[src/rtl/pixel_bus_sink.sv]
// Receiving end of the shared pixel write bus: buffers on-screen writes, reduces colour depth,
// and forwards them (or a full-screen clear sweep) to the framebuffer over valid/ready.
module pixel_bus_sink #(
  parameter int FIFO_DEPTH  = 8,
  parameter int COLOUR_BITS = 3,
  parameter int SCREEN_W    = 160,
  parameter int SCREEN_H    = 120
) (
  input  logic                               clk,
  input  logic                               reset,
  input  logic                               bus_draw_enable,
  input  logic [7:0]                         bus_x,
  input  logic [7:0]                         bus_y,
  input  logic [23:0]                        bus_rgb,
  input  logic                               clear,
  input  logic [23:0]                        clear_rgb,
  input  logic                               fb_ready,
  output logic                               fb_plot,
  output logic [7:0]                         fb_x,
  output logic [7:0]                         fb_y,
  output logic [3*COLOUR_BITS-1:0]           fb_colour,
  output logic                               busy,
  output logic                               overflow,
  output logic [$clog2(FIFO_DEPTH+1)-1:0]    fifo_level
);

  localparam int PW = $clog2(FIFO_DEPTH);
  localparam int LW = $clog2(FIFO_DEPTH+1);
  localparam int CW = 3*COLOUR_BITS;
  localparam int EW = 16 + CW;
  localparam logic [7:0] X_LAST = 8'(SCREEN_W-1);
  localparam logic [7:0] Y_LAST = 8'(SCREEN_H-1);

  typedef enum logic [1:0] {S_PASS, S_CLEAR_WAIT, S_CLEAR} state_t;

  function automatic logic [CW-1:0] reduce_rgb(input logic [23:0] rgb);
    return {rgb[23 -: COLOUR_BITS], rgb[15 -: COLOUR_BITS], rgb[7 -: COLOUR_BITS]};
  endfunction

  logic [EW-1:0] mem [FIFO_DEPTH];
  logic [PW-1:0] wr_ptr, rd_ptr;
  logic [LW-1:0] count, drain_cnt;
  logic          full, empty, on_screen, push, pop;
  logic          load_ok, src_valid, from_sweep, clear_accept;
  logic [EW-1:0] src_data;
  logic [CW-1:0] clear_colour;
  logic [7:0]    sweep_x, sweep_y;
  logic          sweep_done;
  state_t        state, state_next;

  assign full      = (count == LW'(FIFO_DEPTH));
  assign empty     = (count == '0);
  assign on_screen = (int'(bus_x) < SCREEN_W) && (int'(bus_y) < SCREEN_H);
  assign load_ok   = !fb_plot || fb_ready;
  // A full FIFO still takes a write when the head leaves in the same edge.
  assign push      = bus_draw_enable && on_screen && (!full || pop);

  always_comb begin
    state_next   = state;
    pop          = 1'b0;
    src_valid    = 1'b0;
    from_sweep   = 1'b0;
    clear_accept = 1'b0;
    src_data     = mem[rd_ptr];
    case (state)
      S_PASS: begin
        src_valid = !empty;
        pop       = !empty && load_ok;
        if (clear) begin
          clear_accept = 1'b1;
          state_next   = S_CLEAR_WAIT;
        end
      end
      S_CLEAR_WAIT: begin
        // Only the entries that were queued before the request may leave ahead of the sweep.
        if (drain_cnt != '0) begin
          src_valid = 1'b1;
          pop       = load_ok;
        end else if (load_ok) begin
          state_next = S_CLEAR;
        end
      end
      S_CLEAR: begin
        if (!sweep_done) begin
          src_valid  = 1'b1;
          from_sweep = 1'b1;
          src_data   = {sweep_x, sweep_y, clear_colour};
        end else if (load_ok) begin
          state_next = S_PASS;
        end
      end
      default: state_next = S_PASS;
    endcase
  end

  always_ff @(posedge clk) begin
    if (push) mem[wr_ptr] <= {bus_x, bus_y, reduce_rgb(bus_rgb)};
  end

  always_ff @(posedge clk) begin
    if (reset) begin
      state        <= S_PASS;
      wr_ptr       <= '0;
      rd_ptr       <= '0;
      count        <= '0;
      overflow     <= 1'b0;
      fb_plot      <= 1'b0;
      fb_x         <= '0;
      fb_y         <= '0;
      fb_colour    <= '0;
      drain_cnt    <= '0;
      clear_colour <= '0;
      sweep_x      <= '0;
      sweep_y      <= '0;
      sweep_done   <= 1'b0;
    end else begin
      state <= state_next;
      if (push) wr_ptr <= wr_ptr + PW'(1);
      if (pop)  rd_ptr <= rd_ptr + PW'(1);
      count <= count + LW'(push) - LW'(pop);
      if (bus_draw_enable && on_screen && full && !pop) overflow <= 1'b1;

      // Output stage: reloads in the same edge it hands a beat over.
      if (load_ok) begin
        fb_plot <= src_valid;
        if (src_valid) {fb_x, fb_y, fb_colour} <= src_data;
      end

      if (clear_accept) begin
        clear_colour <= reduce_rgb(clear_rgb);
        drain_cnt    <= count - LW'(pop);
        sweep_x      <= '0;
        sweep_y      <= '0;
        sweep_done   <= 1'b0;
      end else if (state == S_CLEAR_WAIT && pop) begin
        drain_cnt <= drain_cnt - LW'(1);
      end

      if (from_sweep && load_ok) begin
        if (sweep_x == X_LAST) begin
          sweep_x <= '0;
          if (sweep_y == Y_LAST) sweep_done <= 1'b1;
          else                   sweep_y    <= sweep_y + 8'd1;
        end else begin
          sweep_x <= sweep_x + 8'd1;
        end
      end
    end
  end

  assign busy       = (state != S_PASS);
  assign fifo_level = count;

endmodule

[config.mk]
export PLATFORM = sky130hd
export DESIGN_NAME = pixel_bus_sink
export DESIGN_NICKNAME = d
export VERILOG_FILES = /design/src/rtl/pixel_bus_sink.sv
export SDC_FILE = /design/constraint.sdc
export NUM_CORES = 1
export LEC_CHECK = 0
export CORE_MARGIN = 3
export CORE_UTILIZATION = 40
export DETAILED_ROUTE_END_ITERATION = 8
export HOLD_SLACK_MARGIN = 0.12
export PLACE_DENSITY = 0.67
export SLEW_MARGIN = 20
export SYNTH_ARGS = -nofsm -noshare
export SYNTH_HDL_FRONTEND = slang
export SYNTH_SLANG_ARGS = --single-unit
[constraint.sdc]
create_clock -name clk -period 5.71 [get_ports clk]
set_input_delay 1.142 -clock clk [delete_from_list [all_inputs] [get_ports clk]]
set_output_delay 1.142 -clock clk [all_outputs]
set_load 0.005 [all_outputs]
==> results.md, run 1 <==
* Critical path endpoint category: register
* Final core utilization at 48.95%
* Clock latency on the worst-skew pair at 0.56 ns
* Final min period at 3.624 ns
* Hpwl dp at 15.71 mm
* Syn_nets at 895
* Worst Tran Pin Value at 1.028 ns
* Setup bufs post-CTS at 0
* Die area at 0.03002 mm^2
* Register Area at 0.007451 mm^2
* Crit path DAT at 3.87 ns
* Num CTS Buffers at 30
* DR iter-0 viols at 670
* Yosys warns at 0
* Synth top cells by count: 200 x edfxtp_1, 101 x mux2i_1, 81 x a21oi_1
* H-tree depth at 1
* Final setup vio count at 0
* Pre-antenna DRT Iters at 7
* Port bufs at 70
* Grt ovf at 0
* Max-slew violation count at 0
* Post-synth EDFFs at 200
* Vias at 7135
* Vias in the first global route at 6894
* Area of the multi-input gates at 0.003506 mm^2
* Synth area leaders: edfxtp_1 54%, dfxtp_1 13%, mux2i_1 9.0%, a21oi_1 3.6%, o41ai_1 2.1%
* Core area at 0.02725 mm^2
* Post-synth top flop: edfxtp_1
* WP data required at 5.96 ns
* Post-synth ARST share at 0%
* Clock root cell: clkbuf_16
* Via density at 5.600
* Rel. slew slack at 30.84%
* Synth top area share at 53.67%
* Drt total wl at 26.76 mm
* Combinational share of power at 26.6%
* Clock Skews at 0.008971 ns
* Library cells used by synthesis at 61
* Clock Path Buffers at 3
* RSZ-0062 raised after global routing: false
* First-pass GRT wire length at 41.20 mm
* Largest net degree at the start of global routing at 54
* # diodes at 0
* Max-Cap Viols at 0
* Non-filler cells, final at 1274
* Setup Crit Path Kind: primary input to register
* Psw at 0.001806 W
* Worst R2R Path Depth at 7
* Layout cells sized above 1 at 10.09%
* I/O pins at 101
* Crit path max-delay family: simple AND/OR/NAND/NOR gates
* Pleak at 4.351 nW
* Critical Path Fanout Max at 11
* GRT Total Usage at 17.46%
* Power share of the sequential group at 41.5%
* Pwr Total at 0.005846 W
* Remaining antenna violation count at 0
* Area Growth Syn to Fin at 19.21%
* Power share of the clock group at 31.8%
* Wirelength per Cell at 21.01 um
* Worst hold path class: register to register
* Largest area contributor in the netlist: edfxtp_1
* Crit-path slowest cell: nor3_2
* Rows at 60
* Dpl cells at 1218
* CTS tree: done
* Count leader, synth: edfxtp_1
* # hold bufs at CTS at 0
* Sequential area share after synthesis at 66.55%
* Die span in x at 173.3 um
* WHS Path Cells at 2
* Endpoints failing hold at 0
* Startpoint Class: primary input
* Stages on worst setup path at 6
* Crit path cell chain: clkdlybuf4s50_1 > o21ai_0 > and4b_1 > o311ai_2 > nor3_2 > buf_4
* Fill count at 2294
* TNS Setup at 0 ns
* Post-Syn Area at 0.01119 mm^2
* Pint at 0.004039 W
* Placement Setup Slack at 1.509 ns
* Status: finished, final reports clean
* Syn Inst Count at 811
* DRC errors left at 0
* Die span in y at 173.3 um
* Final nets at 962
* Period utilization at 63.46%
* Fmax at 276.0 MHz
* PD cells at 438.2 mW/mm^2
* Clock sinks at 272
* Syn Area/Cell at 13.80 um^2
* Initial antenna violation count at 0
* Sw frac at 30.90%
* Crit path buffers/inverters at 2
* RePlAce Congestion at 0.7721
* Clk slew on worst S/H paths at 0.06 ns
* Cts repair resizes at 0
* Worst Slack Setup Final at 2.086 ns
* FF+latch count, synth at 272
* Peak per-stage delay on the critical path at 0.70 ns
* Peak VDD IR at 245.7 uV
* Initial core utilization at 41.06%
==> cells in the final DEF (no fill, tap or decap), types with 6 or more instances in the layout <==
master / synthesis / routed
nand3_1: 7 / 7
nand2_1: 61 / 61
clkdlybuf4s50_1: 0 / 70
o21ai_0: 9 / 9
inv_1: 11 / 11
dfxtp_1: 72 / 71
nand4_1: 6 / 6
ha_1: 14 / 14
clkbuf_16: 0 / 30
clkbuf_1: 32 / 12
a22oi_1: 26 / 26
o41ai_1: 27 / 27
or3_1: 7 / 7
a21oi_1: 81 / 80
mux2i_1: 101 / 101
edfxtp_1: 200 / 200
a32oi_1: 25 / 25
buf_4: 2 / 22
nor2_1: 16 / 14
==> state kept, by name, indices dropped and copies added, names as in the netlist, 4 cells and up, named ones only <==
| signal | count |
|---|---|
| drain_cnt | 4 |
| fb_colour | 9 |
| fb_y | 8 |
| sweep_x | 8 |
| clear_colour | 9 |
| fb_x | 8 |
| mem | 200 |
| fifo_level | 4 |
| sweep_y | 8 |
==> cells by family (layout without fill, tap and decap cells) <==
| family | after synthesis | count (layout) | share of synthesized area (%) |
|---|---|---|---|
| AO/OA/AOI/OAI | 199 | 199 | 12.26 |
| XOR/XNOR | 6 | 6 | 0.4696 |
| adder cells (fa/ha/maj) | 15 | 15 | 1.744 |
| buffers and inverters | 70 | 161 | 2.829 |
| flip-flops | 272 | 272 | 66.55 |
| multiplexers | 103 | 103 | 9.270 |
| AND/OR/NAND/NOR | 146 | 146 | 6.877 |
==> metal layers <==
| metal | vias up | GRT usage [%] | routed length, um |
|---|---|---|---|
| li1 | 3310 | - | - |
| met1 | 3561 | 24.71 | 12170 |
| met2 | 224 | 28.40 | 12580 |
| met3 | 40 | 2.869 | 1513 |
| met4 | 0 | 4.122 | 498 |
| met5 | - | 0 | 0 |
==> tightest hold or removal path, cell delays in order (launching register included) <==
cell	delay [ns]
dfxtp_1	0.31
nand2_1	0.05
a21oi_1	0.05
==> cell type report <==
class                           instances  area share (%)
Timing Repair Buffer                   94           6.791
Tap cell                              372           3.489
Sequential cell                       272           55.86
Multi-Input combinational cell        469           26.28
Clock buffer                           45           6.275
Inverter                               11          0.3095
Clock inverter                         11          0.9943
==> worst paths after layout <==
kind,from,to,slack (ns)
max,bus_x[6],mem[4][13],2.09
min,clear_colour[5],clear_colour[5],0.46
min reg2reg,clear_colour[5],clear_colour[5],0.46
max reg2reg,drain_cnt[0],mem[4][13],2.86
==> power groups by stage <==
stage | clock, W | sequential, W | combinational [W]
floorplan | 0 | 0.00238 | 0.00106
global placement | 0 | 0.00247 | 0.00152
detailed placement | 0 | 0.00247 | 0.00153
CTS | 0.00189 | 0.00243 | 0.00154
global route | 0.00198 | 0.00245 | 0.00170
finish | 0.00186 | 0.00243 | 0.00156
==> metrics by stage <==
stage | hold slack, ns | instance area [um^2]
floorplan | 0.4360 | 11190
global placement | 0.4505 | 12370
detailed placement | 0.4554 | 12370
CTS | 0.4629 | 13340
global route | 0.4831 | 13340
finish | 0.4623 | 13340
(Power assumes the default switching activity.)
==> run 2, diff against run 1 <==
--- a/config.mk
+++ b/config.mk
@@ -9,7 +9,7 @@
 export CORE_UTILIZATION = 40
 export DETAILED_ROUTE_END_ITERATION = 8
 export HOLD_SLACK_MARGIN = 0.12
-export PLACE_DENSITY = 0.67
+export PLACE_DENSITY = 0.69
 export SLEW_MARGIN = 20
 export SYNTH_ARGS = -nofsm -noshare
 export SYNTH_HDL_FRONTEND = slang
==> constraint.sdc (replaced) <==
create_clock -name clk -period 3.27 [get_ports clk]
set_input_delay 0.654 -clock clk [delete_from_list [all_inputs] [get_ports clk]]
set_output_delay 0.654 -clock clk [all_outputs]
set_load 0.005 [all_outputs]
==> run 2 against run 1 <==
Against the previous run:
- die area is the same
- final cell count grew 1.6%
- wire length grew 2.9%
- sequential cell count is the same
- hold slack lost 0.0032 ns
- setup slack lost 1.8 ns
- sequential share of layout area shrank 0.59 points
- first-iteration DRC count grew 3.1%
- critical endpoint is now mem[3][2]
==> results.md, run 2 (synthesis gave the netlist of run 1 again) <==
* Initial antenna violation count at 0
* Area Growth Syn to Fin at 20.49%
* Cts repair resizes at 0
* H-tree depth at 1
* Setup bufs post-CTS at 0
* Hold Crit Start: clear_colour[5]
* Die span in y at 173.3 um
* WP data required at 3.54 ns
* Setup Crit Path Kind: register to register
* Period utilization at 90.23%
* GRT Total Usage at 17.79%
* Post-DP Area at 0.01269 mm^2
* DR iter-0 viols at 691
* Clock Skews at 0.008334 ns
* # diodes at 0
* Final setup vio count at 0
* Clock latency on the worst-skew pair at 0.53 ns
* Fill count at 2334
* Rows at 60
* Grt ovf at 0
* Port bufs at 70
* First-pass GRT wire length at 41.72 mm
* Layout cells sized above 1 at 12.15%
* Largest net degree at the start of global routing at 53
* Max-Cap Viols at 0
* Endpoints failing hold at 0
* # hold bufs at CTS at 0
* RePlAce Congestion at 0.8176
* Hpwl dp at 17.00 mm
* Num CTS Buffers at 27
* Worst R2R Path Depth at 8
* Startpoint Class: register
* WHS Path Cells at 2
* Reg2reg setup slack at 0.32 ns
* Non-filler cells, final at 1294
* Max-slew violation count at 0
* Clk slew on worst S/H paths at 0.06 ns
* Via density at 5.597
* Worst hold path class: register to register
* Final nets at 986
* DRC errors left at 0
* Fmax at 338.9 MHz
* Pleak at 4.421 nW
* Status: finished, final reports clean
* Top Registers: mem x200, clear_colour x9, fb_colour x9
* Commonest non-fill, non-tap cell in the layout: edfxtp_1
* Die area at 0.03002 mm^2
* Top reg by flops: mem
* R2r endpoint: mem[3][2]
* Initial core utilization at 41.06%
* PD cells at 732.6 mW/mm^2
* Hold endpoint: clear_colour[5]
* Critical Path Fanout Max at 11
* Clock Path Buffers at 3
* I/O pins at 101
* Pre-antenna DRT Iters at 5
* Wirelength per Cell at 21.28 um
* CTS tree: done
* Die span in x at 173.3 um
* Vias in the first global route at 7149
* Remaining antenna violation count at 0
* Vias at 7242
* Worst Tran Pin Value at 1.052 ns
* Most frequent cells in the layout: 200 x edfxtp_1, 101 x mux2i_1, 80 x a21oi_1
* Crit path DAT at 3.22 ns
* Crit path from: fifo_level[2]
* Largest register FFs at 200
* Critical path endpoint category: register
* Final min period at 2.951 ns
* RSZ-0062 raised after global routing: false
* Clock root cell: clkbuf_16
* Drt total wl at 27.54 mm
* Dpl cells at 1245
* Rel. slew slack at 29.19%
* Hold slack at 0.4590 ns
* Final Cell Area at 0.01348 mm^2
* Core area at 0.02725 mm^2
* Clock sinks at 272
* Peak VDD IR at 528.1 uV
* R2R Path Start: fifo_level[2]
run 2: area by class of cell:
| type | instances | area [um^2] | area share (%) |
|---|---|---|---|
| Timing Repair Buffer | 121 | 1196 | 8.872 |
| Clock inverter | 10 | 47.55 | 0.3527 |
| Tap cell | 372 | 465.4 | 3.452 |
| Inverter | 11 | 41.29 | 0.3063 |
| Clock buffer | 39 | 740.7 | 5.494 |
| Multi-Input combinational cell | 469 | 3540 | 26.26 |
| Sequential cell | 272 | 7451 | 55.27 |
run 2: worst max path at each step:
| stage | cells past startpoint | slack (ns) | end |
|---|---|---|---|
| after floorplan | 6 | -0.12 | mem[2][0] |
| after global placement | 10 | -0.02 | fifo_level[2] |
| after detailed placement | 10 | -0.03 | fifo_level[2] |
| after CTS | 8 | 0.34 | mem[3][2] |
| after global routing | 8 | 0.23 | mem[3][2] |
| final | 8 | 0.32 | mem[3][2] |
run 2: power breakdown:
part           switching (W)  internal (W)  leakage, nW
combinational        0.00163       0.00126         1.64
clock                0.00123       0.00156        0.385
sequential          0.000235       0.00395         2.39
run 2: layer usage:
metal	global-route usage (%)	vias up	routed length (um)
li1	-	3360	-
met1	24.85	3612	12250
met2	29.75	235	13220
met3	2.387	35	1610
met4	4.155	0	457
met5	0	-	0
run 2: critical path, cell delays in order (launching register included):
cell     delay (ns)
dfxtp_1        0.34
inv_1          0.16
ha_1           0.16
or3b_1         0.39
and3_1         0.27
o31ai_1        0.80
buf_4          0.28
nor3_4         0.06
buf_4          0.23
run 2: metrics by stage:
step | power [W] | setup WS (ns) | utilization [%] | TNS, ns
after CTS | 0.009950 | 0.3421 | 49.47 | 0
after global placement | 0.007093 | -0.01573 | 46.58 | -0.01573
after floorplan | 0.006005 | -0.1214 | - | -5.674
after detailed placement | 0.007146 | -0.03201 | 46.58 | -0.03201
after global routing | 0.01035 | 0.2336 | 49.47 | 0
final | 0.009877 | 0.3194 | 49.47 | 0
==> run 3, diff against run 2 <==
--- a/config.mk
+++ b/config.mk
@@ -5,11 +5,13 @@
 export SDC_FILE = /design/constraint.sdc
 export NUM_CORES = 1
 export LEC_CHECK = 0
+export CELL_PAD_IN_SITES_DETAIL_PLACEMENT = 1
+export CELL_PAD_IN_SITES_GLOBAL_PLACEMENT = 1
 export CORE_MARGIN = 3
 export CORE_UTILIZATION = 40
 export DETAILED_ROUTE_END_ITERATION = 8
 export HOLD_SLACK_MARGIN = 0.12
-export PLACE_DENSITY = 0.69
+export PLACE_DENSITY = 0.79
 export SLEW_MARGIN = 20
 export SYNTH_ARGS = -nofsm -noshare
 export SYNTH_HDL_FRONTEND = slang
==> run 3 against run 2 <==
Against the previous run:
- die area is the same
- via count increased by 4.1%
- clock power grew 19%
- cell area up 1.4%
- sequential cell count stayed put
- maximum frequency up 0.71%
- critical path depth did not move
- core utilization grew 0.71 points
- first-iteration DRC count decreased by 9.6%
- power rose by 6.1%
- critical path type unchanged
- largest cell class unchanged
==> results.md, run 3 (synthesis gave the netlist of run 1 again) <==
* Hold endpoint: overflow
* GRT Total Usage at 20.45%
* Pre-antenna DRT Iters at 4
* Hold slack at 0.4645 ns
* Non-filler cells, final at 1300
* Final Cell Area at 0.01368 mm^2
* WHS Path Cells at 1
* Dpl cells at 1248
* Clk slew on worst S/H paths at 0.06 ns
* Wirelength per Cell at 24.08 um
* Critical Path Fanout Max at 10
* WP data required at 3.56 ns
* Sw frac at 31.10%
* Largest register FFs at 200
* Crit path DAT at 3.22 ns
* Clock sinks at 272
* Setup Crit Path Kind: register to register
* CTS tree: done
* Clock root cell: clkbuf_16
* Crit-path slowest cell: o311ai_2
* Largest net degree at the start of global routing at 53
* Area Growth Syn to Fin at 22.22%
* Die area at 0.03002 mm^2
* Power share of the sequential group at 40.0%
* Pleak at 4.515 nW
* # diodes at 0
* Status: finished, final reports clean
* H-tree depth at 1
* I/O pins at 101
* Hpwl dp at 19.50 mm
* First-pass GRT wire length at 47.81 mm
* Period utilization at 89.59%
* Hold Crit Start: overflow
* Worst Tran Pin Value at 0.9251 ns
* Vias at 7537
* Cts repair resizes at 0
* TNS Setup at 0 ns
* Vias in the first global route at 8202
* Top reg by flops: mem
* Most used cell, CP: buf_4
* DR iter-0 viols at 625
* Top Registers: mem x200, clear_colour x9, fb_colour x9
* Rel. slew slack at 38.18%
* Fmax at 341.3 MHz
* Max-Cap Viols at 0
* RSZ-0062 raised after global routing: false
* Pint at 0.007220 W
* Rows at 60
* Num CTS Buffers at 28
* Commonest non-fill, non-tap cell in the layout: edfxtp_1
* Die span in y at 173.3 um
* Peak VDD IR at 538.0 uV
* Most frequent cells in the layout: 200 x edfxtp_1, 101 x mux2i_1, 80 x a21oi_1
* Startpoint Class: register
* Remaining antenna violation count at 0
* Psw at 0.003258 W
* R2R Path Start: drain_cnt[0]
* Fill count at 2676
* Final core utilization at 50.18%
* R2r endpoint: mem[7][1]
* Post-DP Area at 0.01270 mm^2
* Grt ovf at 0
* Reg2reg setup slack at 0.34 ns
* Initial antenna violation count at 2
* # hold bufs at CTS at 0
* Die span in x at 173.3 um
* Drt total wl at 31.31 mm
* Port bufs at 70
* Worst hold path class: register to register
* Final setup vio count at 0
* Core area at 0.02725 mm^2
* Final min period at 2.930 ns
* Crit path cell chain: inv_1 > ha_1 > or3b_1 > and3_1 > buf_4 > o311ai_2 > nor2_2 > buf_4
* Setup bufs post-CTS at 0
* Initial core utilization at 41.06%
* Clock Path Buffers at 3
* Crit path from: drain_cnt[0]
* Combinational share of power at 28.0%
* PD cells at 766.2 mW/mm^2
* Endpoints failing hold at 0
* Max-slew violation count at 0
* Layout cells sized above 1 at 13.47%
* Final nets at 990
* DRC errors left at 0
* RePlAce Congestion at 0.7909
* Critical path endpoint category: register
* Via density at 5.798
* Clock latency on the worst-skew pair at 0.54 ns
* Worst R2R Path Depth at 8
* Clock Skews at 0.009685 ns
* Power share of the clock group at 31.9%
* Peak per-stage delay on the critical path at 0.74 ns
-- run 3: cell types whose count changed in the layout (fill, tap and decap cells not counted) --
cell	previous run	this run
buf_4	42	46
bufinv_16	0	4
clkbuf_1	10	6
clkinv_1	4	1
clkinvlp_4	1	4
clkbuf_16	27	29
buf_12	9	8
clkbuf_8	2	3
clkinv_2	5	4
clkinv_4	0	1
-- run 3: critical path: cells and delay by family, from the launching register on --
kind | cells | cell delay [ns]
and+or+nand+nor | 3 | 0.89
AOI/OAI and AO/OA | 1 | 0.74
buffers and inverters | 3 | 0.51
DFF | 1 | 0.34
adders and majority gates | 1 | 0.18
-- run 3: worst max-delay path by stage --
stage / end / depth (start not counted)
5_1_grt: mem[7][24] / 8
3_3_place_gp: fifo_level[2] / 10
3_5_place_dp: fifo_level[2] / 10
6_report: mem[7][1] / 8
2_1_floorplan: mem[2][0] / 6
4_1_cts: mem[7][24] / 8
-- run 3: area by class of cell --
class | instances | area (um^2) | share of cell area [%]
tap | 372 | 465.4 | 3.403
clock buffer | 38 | 789.5 | 5.773
clock inverter | 14 | 182.7 | 1.336
multi-input combinational | 469 | 3540 | 25.88
sequential | 272 | 7451 | 54.48
timing repair buffer | 124 | 1206 | 8.820
inverter | 11 | 41.29 | 0.3019
-- run 3: per-stage QoR --
stage	power [W]	worst slack, ns
2_1_floorplan	0.006005	-0.1214
3_3_place_gp	0.007074	0.07785
3_5_place_dp	0.007181	0.02061
4_1_cts	0.01053	0.3388
5_1_grt	0.01097	0.2598
6_report	0.01048	0.3403
-- run 3: power groups by stage --
stage	clock (W)	combinational, W	sequential (W)
after CTS	0.00339	0.00294	0.00420
after global routing	0.00354	0.00320	0.00423
after global placement	0	0.00282	0.00426
after floorplan	0	0.00185	0.00415
final	0.00334	0.00294	0.00420
after detailed placement	0	0.00291	0.00427
-- run 3: per-layer routing --
| metal | part of all wire (%) | wire (um) | GRT usage, % | vias up |
|---|---|---|---|---|
| met5 | 0.11 | 33 | 0 | - |
| met4 | 3.0 | 937 | 7.331 | 4 |
| met3 | 5.6 | 1767 | 3.789 | 70 |
| met2 | 50 | 15790 | 35.91 | 253 |
| met1 | 41 | 12790 | 25.30 | 3851 |
| li1 | - | - | - | 3359 |
